==> src/rtl/exe_stage_md.sv <==
// exe_stage_md: pipelined execute stage with its EX/MEM output register.
//   Single-cycle logic/shift/move/arith ops, MULT/MULTU with HI/LO write-back, an iterative
//   restoring divider (DIV/DIVU) that stalls upstream, and signed ADD/SUB overflow detection.
// Ports:
//   clk, rstn            clock, asynchronous active-low reset
//   flush                kills the in-flight op (highest priority)
//   in_valid             operands / control below are valid
//   src1, src2           operands (src2 already immediate-extended)
//   aluop, alusel        operation code and result-class select
//   waddr, reg_write_in  destination register and GPR write enable
//   hi_in, lo_in         current HI/LO values
//   stall_req            divider (or accumulate) busy, upstream must hold
//   out_valid ... ov_exc registered EX/MEM results
// Optional feature: define EXE_MADD_EN to support MADD/MADDU/MSUB/MSUBU (two-cycle
//   multiply-accumulate into HI/LO). Without it those opcodes decode as unknown.
module exe_stage_md #(
   parameter int unsigned DATA_W = 32,
   parameter int unsigned OP_W   = 8,
   parameter int unsigned SEL_W  = 3
) (
   input  logic              clk,
   input  logic              rstn,
   input  logic              flush,
   input  logic              in_valid,
   input  logic [DATA_W-1:0] src1,
   input  logic [DATA_W-1:0] src2,
   input  logic [OP_W-1:0]   aluop,
   input  logic [SEL_W-1:0]  alusel,
   input  logic [4:0]        waddr,
   input  logic              reg_write_in,
   input  logic [DATA_W-1:0] hi_in,
   input  logic [DATA_W-1:0] lo_in,
   output logic              stall_req,
   output logic              out_valid,
   output logic [DATA_W-1:0] alu_result,
   output logic [4:0]        write_reg,
   output logic              reg_write_out,
   output logic [DATA_W-1:0] hi_out,
   output logic [DATA_W-1:0] lo_out,
   output logic              whilo_out,
   output logic              ov_exc
);

   localparam int unsigned ShW = $clog2(DATA_W);

   localparam logic [OP_W-1:0] ExeAndOp   = OP_W'(8'h24);
   localparam logic [OP_W-1:0] ExeOrOp    = OP_W'(8'h25);
   localparam logic [OP_W-1:0] ExeXorOp   = OP_W'(8'h26);
   localparam logic [OP_W-1:0] ExeNorOp   = OP_W'(8'h27);
   localparam logic [OP_W-1:0] ExeSllOp   = OP_W'(8'h7C);
   localparam logic [OP_W-1:0] ExeSllvOp  = OP_W'(8'h04);
   localparam logic [OP_W-1:0] ExeSrlOp   = OP_W'(8'h02);
   localparam logic [OP_W-1:0] ExeSrlvOp  = OP_W'(8'h06);
   localparam logic [OP_W-1:0] ExeSraOp   = OP_W'(8'h03);
   localparam logic [OP_W-1:0] ExeSravOp  = OP_W'(8'h07);
   localparam logic [OP_W-1:0] ExeMfhiOp  = OP_W'(8'h10);
   localparam logic [OP_W-1:0] ExeMthiOp  = OP_W'(8'h11);
   localparam logic [OP_W-1:0] ExeMfloOp  = OP_W'(8'h12);
   localparam logic [OP_W-1:0] ExeMtloOp  = OP_W'(8'h13);
   localparam logic [OP_W-1:0] ExeSltOp   = OP_W'(8'h2A);
   localparam logic [OP_W-1:0] ExeSltuOp  = OP_W'(8'h2B);
   localparam logic [OP_W-1:0] ExeAddOp   = OP_W'(8'h20);
   localparam logic [OP_W-1:0] ExeAdduOp  = OP_W'(8'h21);
   localparam logic [OP_W-1:0] ExeSubOp   = OP_W'(8'h22);
   localparam logic [OP_W-1:0] ExeSubuOp  = OP_W'(8'h23);
   localparam logic [OP_W-1:0] ExeAddiOp  = OP_W'(8'h55);
   localparam logic [OP_W-1:0] ExeAddiuOp = OP_W'(8'h56);
   localparam logic [OP_W-1:0] ExeMultOp  = OP_W'(8'h18);
   localparam logic [OP_W-1:0] ExeMultuOp = OP_W'(8'h19);
   localparam logic [OP_W-1:0] ExeDivOp   = OP_W'(8'h1A);
   localparam logic [OP_W-1:0] ExeDivuOp  = OP_W'(8'h1B);
`ifdef EXE_MADD_EN
   localparam logic [OP_W-1:0] ExeMaddOp  = OP_W'(8'hA6);
   localparam logic [OP_W-1:0] ExeMadduOp = OP_W'(8'hA8);
   localparam logic [OP_W-1:0] ExeMsubOp  = OP_W'(8'hAA);
   localparam logic [OP_W-1:0] ExeMsubuOp = OP_W'(8'hAB);
`endif

   localparam logic [SEL_W-1:0] ResLogic = SEL_W'(3'b001);
   localparam logic [SEL_W-1:0] ResShift = SEL_W'(3'b010);
   localparam logic [SEL_W-1:0] ResMove  = SEL_W'(3'b011);
   localparam logic [SEL_W-1:0] ResArith = SEL_W'(3'b100);

   typedef enum logic [1:0] {
      StIdle,
      StDiv,
`ifdef EXE_MADD_EN
      StMacc,
`endif
      StDone
   } state_e;

   // ---------------------------------------------------------------- single-cycle datapath
   logic [DATA_W-1:0]   sum, diff;
   logic [ShW-1:0]      sa;
   logic                lt_s, lt_u;
   logic                mul_signed;
   logic [2*DATA_W-1:0] mul_a, mul_b, prod;
   logic [DATA_W-1:0]   logic_res, shift_res, move_res, arith_res, alu_res;
   logic [DATA_W-1:0]   hi_res, lo_res;
   logic                whilo_res, ov;

   assign sum  = src1 + src2;
   assign diff = src1 - src2;
   assign sa   = src1[ShW-1:0];
   assign lt_s = $signed(src1) < $signed(src2);
   assign lt_u = src1 < src2;

`ifdef EXE_MADD_EN
   assign mul_signed = (aluop == ExeMultOp) || (aluop == ExeMaddOp) || (aluop == ExeMsubOp);
`else
   assign mul_signed = (aluop == ExeMultOp);
`endif
   // Sign/zero-extending to 2*DATA_W makes one unsigned multiplier serve both flavours.
   assign mul_a = mul_signed ? {{DATA_W{src1[DATA_W-1]}}, src1} : {{DATA_W{1'b0}}, src1};
   assign mul_b = mul_signed ? {{DATA_W{src2[DATA_W-1]}}, src2} : {{DATA_W{1'b0}}, src2};
   assign prod  = mul_a * mul_b;

   always_comb begin
      logic_res = '0;
      shift_res = '0;
      move_res  = '0;
      arith_res = '0;
      hi_res    = hi_in;
      lo_res    = lo_in;
      whilo_res = 1'b0;
      ov        = 1'b0;
      case (aluop)
         ExeAndOp:              logic_res = src1 & src2;
         ExeOrOp:               logic_res = src1 | src2;
         ExeXorOp:              logic_res = src1 ^ src2;
         ExeNorOp:              logic_res = ~(src1 | src2);
         ExeSllOp, ExeSllvOp:   shift_res = src2 << sa;
         ExeSrlOp, ExeSrlvOp:   shift_res = src2 >> sa;
         ExeSraOp, ExeSravOp:   shift_res = $unsigned($signed(src2) >>> sa);
         ExeMfhiOp:             move_res  = hi_in;
         ExeMfloOp:             move_res  = lo_in;
         ExeMthiOp: begin
            hi_res    = src1;
            whilo_res = 1'b1;
         end
         ExeMtloOp: begin
            lo_res    = src1;
            whilo_res = 1'b1;
         end
         ExeAddOp, ExeAddiOp: begin
            arith_res = sum;
            ov = (src1[DATA_W-1] == src2[DATA_W-1]) && (sum[DATA_W-1] != src1[DATA_W-1]);
         end
         ExeAdduOp, ExeAddiuOp: arith_res = sum;
         ExeSubOp: begin
            arith_res = diff;
            ov = (src1[DATA_W-1] != src2[DATA_W-1]) && (diff[DATA_W-1] != src1[DATA_W-1]);
         end
         ExeSubuOp:             arith_res = diff;
         ExeSltOp:              arith_res = {{(DATA_W-1){1'b0}}, lt_s};
         ExeSltuOp:             arith_res = {{(DATA_W-1){1'b0}}, lt_u};
         ExeMultOp, ExeMultuOp: begin
            hi_res    = prod[2*DATA_W-1:DATA_W];
            lo_res    = prod[DATA_W-1:0];
            whilo_res = 1'b1;
         end
         // Only reaches the outputs for a zero divisor; nonzero divisors go to the FSM.
         ExeDivOp, ExeDivuOp: begin
            hi_res    = src1;
            lo_res    = '1;
            whilo_res = 1'b1;
         end
         default: ;
      endcase
      case (alusel)
         ResLogic: alu_res = logic_res;
         ResShift: alu_res = shift_res;
         ResMove:  alu_res = move_res;
         ResArith: alu_res = arith_res;
         default:  alu_res = '0;
      endcase
   end

   // ---------------------------------------------------------------- divider operand prep
   logic              is_div, div_signed, a_neg, b_neg;
   logic [DATA_W-1:0] a_mag, b_mag;

   assign is_div     = (aluop == ExeDivOp) || (aluop == ExeDivuOp);
   assign div_signed = (aluop == ExeDivOp);
   assign a_neg      = div_signed & src1[DATA_W-1];
   assign b_neg      = div_signed & src2[DATA_W-1];
   assign a_mag      = a_neg ? -src1 : src1;
   assign b_mag      = b_neg ? -src2 : src2;

`ifdef EXE_MADD_EN
   logic                is_madd, madd_sub;
   logic [2*DATA_W-1:0] prod_q, prod_d, acc;
   logic                msub_q, msub_d;
   assign is_madd  = (aluop == ExeMaddOp) || (aluop == ExeMadduOp) ||
                     (aluop == ExeMsubOp) || (aluop == ExeMsubuOp);
   assign madd_sub = (aluop == ExeMsubOp) || (aluop == ExeMsubuOp);
   // hi_in/lo_in are still held by upstream during the accumulate cycle.
   assign acc = msub_q ? ({hi_in, lo_in} - prod_q) : ({hi_in, lo_in} + prod_q);
`endif

   // ---------------------------------------------------------------- state
   state_e            state_q, state_d;
   logic [ShW-1:0]    cnt_q, cnt_d;
   logic [DATA_W-1:0] rem_q, rem_d, quot_q, quot_d, dvsr_q, dvsr_d;
   logic              neg_quot_q, neg_quot_d, neg_rem_q, neg_rem_d;
   logic [4:0]        div_waddr_q, div_waddr_d;
   logic              div_rw_q, div_rw_d;

   logic              out_valid_q, out_valid_d;
   logic [DATA_W-1:0] alu_result_q, alu_result_d;
   logic [4:0]        write_reg_q, write_reg_d;
   logic              reg_write_q, reg_write_d;
   logic [DATA_W-1:0] hi_q, hi_d, lo_q, lo_d;
   logic              whilo_q, whilo_d;
   logic              ov_q, ov_d;
   logic              stall_c;

   // One restoring step: shift in the next dividend bit (quot_q MSB) and try to subtract.
   logic [DATA_W:0] div_shift, div_trial;
   assign div_shift = {rem_q, quot_q[DATA_W-1]};
   assign div_trial = div_shift - {1'b0, dvsr_q};

   always_comb begin
      state_d      = state_q;
      cnt_d        = cnt_q;
      rem_d        = rem_q;
      quot_d       = quot_q;
      dvsr_d       = dvsr_q;
      neg_quot_d   = neg_quot_q;
      neg_rem_d    = neg_rem_q;
      div_waddr_d  = div_waddr_q;
      div_rw_d     = div_rw_q;
`ifdef EXE_MADD_EN
      prod_d       = prod_q;
      msub_d       = msub_q;
`endif
      stall_c      = 1'b0;
      out_valid_d  = 1'b0;
      reg_write_d  = 1'b0;
      whilo_d      = 1'b0;
      ov_d         = 1'b0;
      alu_result_d = alu_result_q;
      write_reg_d  = write_reg_q;
      hi_d         = hi_q;
      lo_d         = lo_q;
      if (flush) begin
         state_d = StIdle;
      end else begin
         unique case (state_q)
            StIdle: begin
               if (in_valid) begin
                  if (is_div && (src2 != '0)) begin
                     stall_c     = 1'b1;
                     state_d     = StDiv;
                     cnt_d       = ShW'(DATA_W - 1);
                     rem_d       = '0;
                     quot_d      = a_mag;
                     dvsr_d      = b_mag;
                     neg_quot_d  = a_neg ^ b_neg;
                     neg_rem_d   = a_neg;
                     div_waddr_d = waddr;
                     div_rw_d    = reg_write_in;
`ifdef EXE_MADD_EN
                  end else if (is_madd) begin
                     stall_c = 1'b1;
                     prod_d  = prod;
                     msub_d  = madd_sub;
                     state_d = StMacc;
`endif
                  end else begin
                     out_valid_d  = 1'b1;
                     alu_result_d = alu_res;
                     write_reg_d  = waddr;
                     reg_write_d  = reg_write_in & ~ov;
                     hi_d         = hi_res;
                     lo_d         = lo_res;
                     whilo_d      = whilo_res;
                     ov_d         = ov;
                  end
               end
            end
            StDiv: begin
               stall_c = 1'b1;
               if (!div_trial[DATA_W]) begin
                  rem_d  = div_trial[DATA_W-1:0];
                  quot_d = {quot_q[DATA_W-2:0], 1'b1};
               end else begin
                  rem_d  = div_shift[DATA_W-1:0];
                  quot_d = {quot_q[DATA_W-2:0], 1'b0};
               end
               if (cnt_q == '0) begin
                  state_d = StDone;
               end else begin
                  cnt_d = cnt_q - 1'b1;
               end
            end
            StDone: begin
               state_d      = StIdle;
               out_valid_d  = 1'b1;
               alu_result_d = '0;
               write_reg_d  = div_waddr_q;
               reg_write_d  = div_rw_q;
               hi_d         = neg_rem_q ? -rem_q : rem_q;
               lo_d         = neg_quot_q ? -quot_q : quot_q;
               whilo_d      = 1'b1;
            end
`ifdef EXE_MADD_EN
            StMacc: begin
               state_d      = StIdle;
               out_valid_d  = 1'b1;
               alu_result_d = '0;
               write_reg_d  = waddr;
               reg_write_d  = reg_write_in;
               hi_d         = acc[2*DATA_W-1:DATA_W];
               lo_d         = acc[DATA_W-1:0];
               whilo_d      = 1'b1;
            end
`endif
            default: state_d = StIdle;
         endcase
      end
   end

   // Gated by rstn so every output reads 0 while reset is held, even with a divide presented.
   assign stall_req = stall_c & rstn;

   always_ff @(posedge clk or negedge rstn) begin
      if (!rstn) begin
         state_q      <= StIdle;
         cnt_q        <= '0;
         rem_q        <= '0;
         quot_q       <= '0;
         dvsr_q       <= '0;
         neg_quot_q   <= 1'b0;
         neg_rem_q    <= 1'b0;
         div_waddr_q  <= '0;
         div_rw_q     <= 1'b0;
`ifdef EXE_MADD_EN
         prod_q       <= '0;
         msub_q       <= 1'b0;
`endif
         out_valid_q  <= 1'b0;
         alu_result_q <= '0;
         write_reg_q  <= '0;
         reg_write_q  <= 1'b0;
         hi_q         <= '0;
         lo_q         <= '0;
         whilo_q      <= 1'b0;
         ov_q         <= 1'b0;
      end else begin
         state_q      <= state_d;
         cnt_q        <= cnt_d;
         rem_q        <= rem_d;
         quot_q       <= quot_d;
         dvsr_q       <= dvsr_d;
         neg_quot_q   <= neg_quot_d;
         neg_rem_q    <= neg_rem_d;
         div_waddr_q  <= div_waddr_d;
         div_rw_q     <= div_rw_d;
`ifdef EXE_MADD_EN
         prod_q       <= prod_d;
         msub_q       <= msub_d;
`endif
         out_valid_q  <= out_valid_d;
         alu_result_q <= alu_result_d;
         write_reg_q  <= write_reg_d;
         reg_write_q  <= reg_write_d;
         hi_q         <= hi_d;
         lo_q         <= lo_d;
         whilo_q      <= whilo_d;
         ov_q         <= ov_d;
      end
   end

   assign out_valid     = out_valid_q;
   assign alu_result    = alu_result_q;
   assign write_reg     = write_reg_q;
   assign reg_write_out = reg_write_q;
   assign hi_out        = hi_q;
   assign lo_out        = lo_q;
   assign whilo_out     = whilo_q;
   assign ov_exc        = ov_q;

endmodule
==> config.mk <==
export PLATFORM = sky130hd
export DESIGN_NAME = exe_stage_md
export DESIGN_NICKNAME = d
export VERILOG_FILES = /design/src/rtl/exe_stage_md.sv
export SDC_FILE = /design/constraint.sdc
export NUM_CORES = 2
export LEC_CHECK = 0
export BUFFER_PORTS_ARGS = -buffer_cell sky130_fd_sc_hd__buf_2
export CAP_MARGIN = 20
export CORE_MARGIN = 2
export CORE_UTILIZATION = 45
export CTS_CLUSTER_SIZE = 16
export DETAILED_ROUTE_END_ITERATION = 8
export PLACE_DENSITY = 0.68
export SETUP_SLACK_MARGIN = 0.1
export SYNTH_ARGS = -nofsm -noshare
export SYNTH_HDL_FRONTEND = slang
export SYNTH_SLANG_ARGS = --single-unit
==> constraint.sdc <==
create_clock -name clk -period 8.11 [get_ports clk]
set_input_delay 2.0275 -clock clk [delete_from_list [all_inputs] [get_ports clk]]
set_output_delay 2.0275 -clock clk [all_outputs]
set_load 0.02 [all_outputs]
# After elaboration in Yosys (flattened, before gate mapping)
# Cells that the tools add are included.
# W data, S select, Z words.
# totals
regBits,216
inputBits,149
out_inout_bits,106
elab_cells,173
# classes
n_addsub,8
n_mul,1
n_lt_le_gt_ge,2
eq_ne,43
n_shift,3
mux,64
n_bitwise,11
reduce_logical,24
# ops
op,n
$mux W32,15
$pmux W32 S2,7
$pmux W32 S4,3
$pmux W32 S3,2
$mux W64,2
$neg A32 Y32,4
$eq A8 B6 Y1 const B,10
$eq A8 B5 Y1 const B,8
$lt A32 B32 Y1,2
$mul A64 B64 Y64,1
$sub A33 B32 Y33,1
$add A32 B32 Y32,1
$and A32 B32 Y32,1
$not A32 Y32,1
$or A32 B32 Y32,1
$reduce_bool A32 Y1,1
$shl A32 B5 Y32,1
$shr A32 B5 Y32,1
$sshr A32 B5 Y32,1
$sub A32 B32 Y32,1
$xor A32 B32 Y32,1
$mux W5,5
$eq A8 B3 Y1 const B,3
$eq A8 B7 Y1 const B,3
31 further kinds,80

# Longest topological paths before layout
# logic_depth
depth_word,10
mapped_depth,40
ltp_nobuf,37

# Least setup slack after synthesis
# Ideal clock, no wire load.
# synth_path
path_type,input to register
startpoint,input port aluop[5]
endpoint,register hi_q[31] (netlist: hi_out[31])
setup_ns,0.130
t_arrival_ns,11.779
required_ns,7.980
setup_slack_ns,-3.799
path_stages,32
path_buffers,3
cell_sequence,nor4b_1 > and2_0 > clkbuf_1 > nand2_1 > nor2_1 > clkbuf_1 > nand2_1 > fa_1 > inv_1 > fa_1 > fa_1 > inv_1 > fa_1 > inv_1 > fa_1 > fa_1 > fa_1 > fa_1 > fa_1 > inv_1 > fa_1 > inv_1 > ha_1 > clkbuf_1 > nand2_1 > nor2_1 > nand2_1 > nor3_1 > or4b_2 > and3_1 > a211oi_1 > o21ai_0
# synth_via
elab_chain_len,7
elab_cells_between_ends,18
cone_classes,mul: 1; eq/ne: 6; mux: 6; reduce/logical: 5
# synth_rtl
element,line_no,rtl
start: declaration,27,"input logic [OP_W-1:0] aluop,"
$eq A8 B5 Y1,"112, 128",
$mux W64 (on tied branches),"115, 116",
$mul A64 B64 Y64,117,assign prod = mul_a * mul_b;
$pmux W32 S2,128,case (aluop)
$mux W32,253,if (is_div && (src2 != '0)) begin
$mux W32,252,if (in_valid) begin
$pmux W32 S2,250,unique case (state_q)
end signal: assignment,369,hi_q <= hi_d;
end: declaration,214,"logic [DATA_W-1:0] hi_q, hi_d, lo_q, lo_d;"
# Several ways; a longest one is shown, not always the timed one. The select of a mux whose other input is x is not followed.
# A chain may end at the register's enable or synchronous reset.

# Worst setup path in the final report
# layout_path
startpoint,input port aluop[6]
endpoint,register hi_q[24] (netlist: hi_out[24])
# Same word-level chain as after synthesis.

==> results.toml <==
[global_routing]
grt_max_degree = 104
grt_pass1_wl_um = 495600
grt_usage_pct = 43.89
grt_overflow = 0
antenna_found_initial = 26
grt_pass1_vias = 68740

[yosys]
synth_area_leader_cell = "fa_1"
seq_area_frac_synth_pct = 7.713
synth.top_cell.area_share_pct = 40.62
ys_warn_count = 0
syn_area_per_cell_um2 = 8.448
netlist_instances = 8296
ys_ff_latch = 216
synthFlopType = "dfrtp_1"
synth_nets = 10310
synth_area_mm2 = 0.07008
synth_edf_count = 0
synth.distinct_cells = 88
synth_area_leaders = "fa_1 41%, inv_1 9.0%, ha_1 7.9%, dfrtp_1 7.7%, nand2_1 6.1%"
synthArstFlopShare_pct = 100.0

[clock_tree]
insertion_delay_ns = 0.62
numCtsBuffers = 28
clockBufferDepth = 3
cts_hold_buf = 0
clock_sinks = 216
cts_tree = "done"
cts-root-buf = "clkbuf_16"
clk_pin_slew_ns = 0.07
cts_max_level = 1

[floorplanning]
fp.dieH_um = 398.6
coreArea_mm2 = 0.1544
die_width_um = 398.6
num_rows = 144
initial_core_util_pct = 45.39
die_area_mm2 = 0.1589
ios = 255

[critical_path]
endpoint_kind = "register"
arrival_ns = 11.04
required_ns = 8.61
cp_top_family = "adder cells"
path_class = "in2reg"
crit_path_start_kind = "primary input"
cpPeakStageDelay_ns = 0.59
path_common_cell = "fa_1"
critPathBufInv = 8
slowest_stage = "fa_1"
cp_max_fo = 3

[layout]
final_cells = 11290
drive_gt1_share_pct = 22.42
areaGrowthSynthToFinish_pct = 22.73
final_nets = 11220
utilization_pct = 55.70

[route]
via_per_inst = 5.888
postRouteAntennaNets = 0
drc = 0
drtIter0Drc = 7243
route.vias.total = 66470
wl_per_cell_um = 30.83
drtPass1Iterations = 6
routed_wl_um = 348000

[sta]
period_share_pct = 130.0
finalSetupViolations = 52
clock.fmax_mhz = 94.86
clock_skew_ns = 0.01932
worst_pin_slew_ns = 1.127
slew_viol_final = 0
rsz0062_at_grt = "yes"
hold_viol = 0
fin_crit_ns = 10.54
slew_headroom_pct = 24.66
final.setup.tns_ns = -91.03
setup_slack_ns = -2.432

[placement]
place_ws_ns = -3.266
portBuffers = 254
place_inst = 11130
hpwl_um = 292000
gp_congestion = 1.052

[status]
violations = "negative setup slack"
status = "finished, violations left"

[flow_run]
cap_violations = 0

[hold_path]
hp-class = "reg2reg"
==> cell type report <==
type | count | area [um2]
multi-input cells | 5876 | 59140
repair buffers | 1383 | 11240
inverters | 1703 | 6515
well taps | 2044 | 2557
flip-flops and latches | 216 | 5405
fillers | 14140 | 68400
diodes | 15 | 37.54
clock inverters | 19 | 355.3
clock buffers | 32 | 755.7
==> path summary, 6_finish.rpt <==
check | start | end | slack (ns) | cells past startpoint
setup / recovery | aluop[6] | hi_out[24]$_DFFE_PN0P_ | -2.43 | 35
min in group asynchronous | rstn | lo_out[0]$_DFFE_PN0P_ | 1.50 | 1
max in group asynchronous | rstn | lo_out[9]$_DFFE_PN0P_ | 4.36 | 3
setup reg to reg | quot_q[31]$_DFFE_PN0P_ | rem_q[0]$_DFFE_PN0P_ | 3.25 | 16
hold / removal | div_waddr_q[4]$_DFFE_PN0P_ | div_waddr_q[4]$_DFFE_PN0P_ | 0.47 | 2
hold reg to reg | div_waddr_q[4]$_DFFE_PN0P_ | div_waddr_q[4]$_DFFE_PN0P_ | 0.47 | 2
==> routing by layer <==
layer	global-route usage, %	part of all wire [%]	vias to the layer above
li1	-	-	27700
met2	64.31	42	4018
met3	11.45	11	1029
met5	0.2724	0.053	-
met4	29.33	8.5	22
met1	57.14	38	33700
==> worst min-delay path: stages, from the launching register on <==
cell and delay (ns):
dfrtp_1 0.34, nand2_1 0.05, nand2_1 0.06
==> kinds of logic (layout without fill, tap and decap cells) <==
group / Yosys count / after routing / share of synthesized area (%)
flops: 216 / 216 / 7.713
fa+ha+maj: 1864 / 1864 / 48.51
simple gates: 2179 / 2179 / 13.02
other cells: 0 / 15 / 0
buf+inv: 2204 / 3137 / 11.85
mux: 168 / 168 / 2.914
xor+xnor: 291 / 291 / 3.637
compound gates: 1374 / 1374 / 12.36
==> metrics by stage <==
| stage | instance area, um2 | hold WS (ns) |
|---|---|---|
| 2_1_floorplan | 72370 | 0.4455 |
| 3_3_place_gp | 81430 | 0.4556 |
| 3_5_place_dp | 81440 | 0.4619 |
| 4_1_cts | 84740 | 0.4772 |
| 5_1_grt | 85990 | 0.4959 |
| 6_report | 86010 | 0.4739 |
==> layout by cell type (no fill, tap or decap), drive strengths merged, types with 30 or more instances in the layout <==
cell type	synthesis	layout
xnor2	218	218
o211ai	36	36
nor2	650	650
a221oi	35	35
a21o	78	78
o22ai	33	33
nand3	77	77
a31oi	41	41
or3	30	30
buf	139	1375
a211oi	48	48
ha	442	442
o21ai	430	430
nand2	1135	1135
fa	1422	1422
o31ai	52	52
dfrtp	216	216
a22oi	47	47
mux2i	132	132
nor3	84	84
clkbuf	362	39
a21oi	338	338
o21bai	30	30
xor2	73	73
inv	1681	1684
==> synthesized netlist by cell type (all sizes together), types with 30 or more instances <==
| library cell | n |
|---|---|
| a31oi | 41 |
| nor3 | 84 |
| o21bai | 30 |
| a211oi | 48 |
| o21ai | 430 |
| a22oi | 47 |
| nand3 | 77 |
| buf | 139 |
| inv | 1681 |
| o31ai | 52 |
| clkbuf | 362 |
| xor2 | 73 |
| o22ai | 33 |
| nor2 | 650 |
| o211ai | 36 |
| a221oi | 35 |
| xnor2 | 218 |
| or3 | 30 |
| ha | 442 |
| dfrtp | 216 |
| nand2 | 1135 |
| a21o | 78 |
| a21oi | 338 |
| mux2i | 132 |
| fa | 1422 |
==> what timing repair did <==
| item | CTS | global route |
|---|---|---|
| endpoints found under the hold margin | 0 | 0 |
| resized for setup | 450 | 194 |
| setup endpoints to repair | 56 | 56 |
| pin swaps | 161 | 119 |
| buffers inserted | 46 | 44 |
| cloned | 2 | 5 |
Power is left out: the tool's default activity adds up to more than one toggle a clock period on the data nets, which glitch-free logic cannot reach.
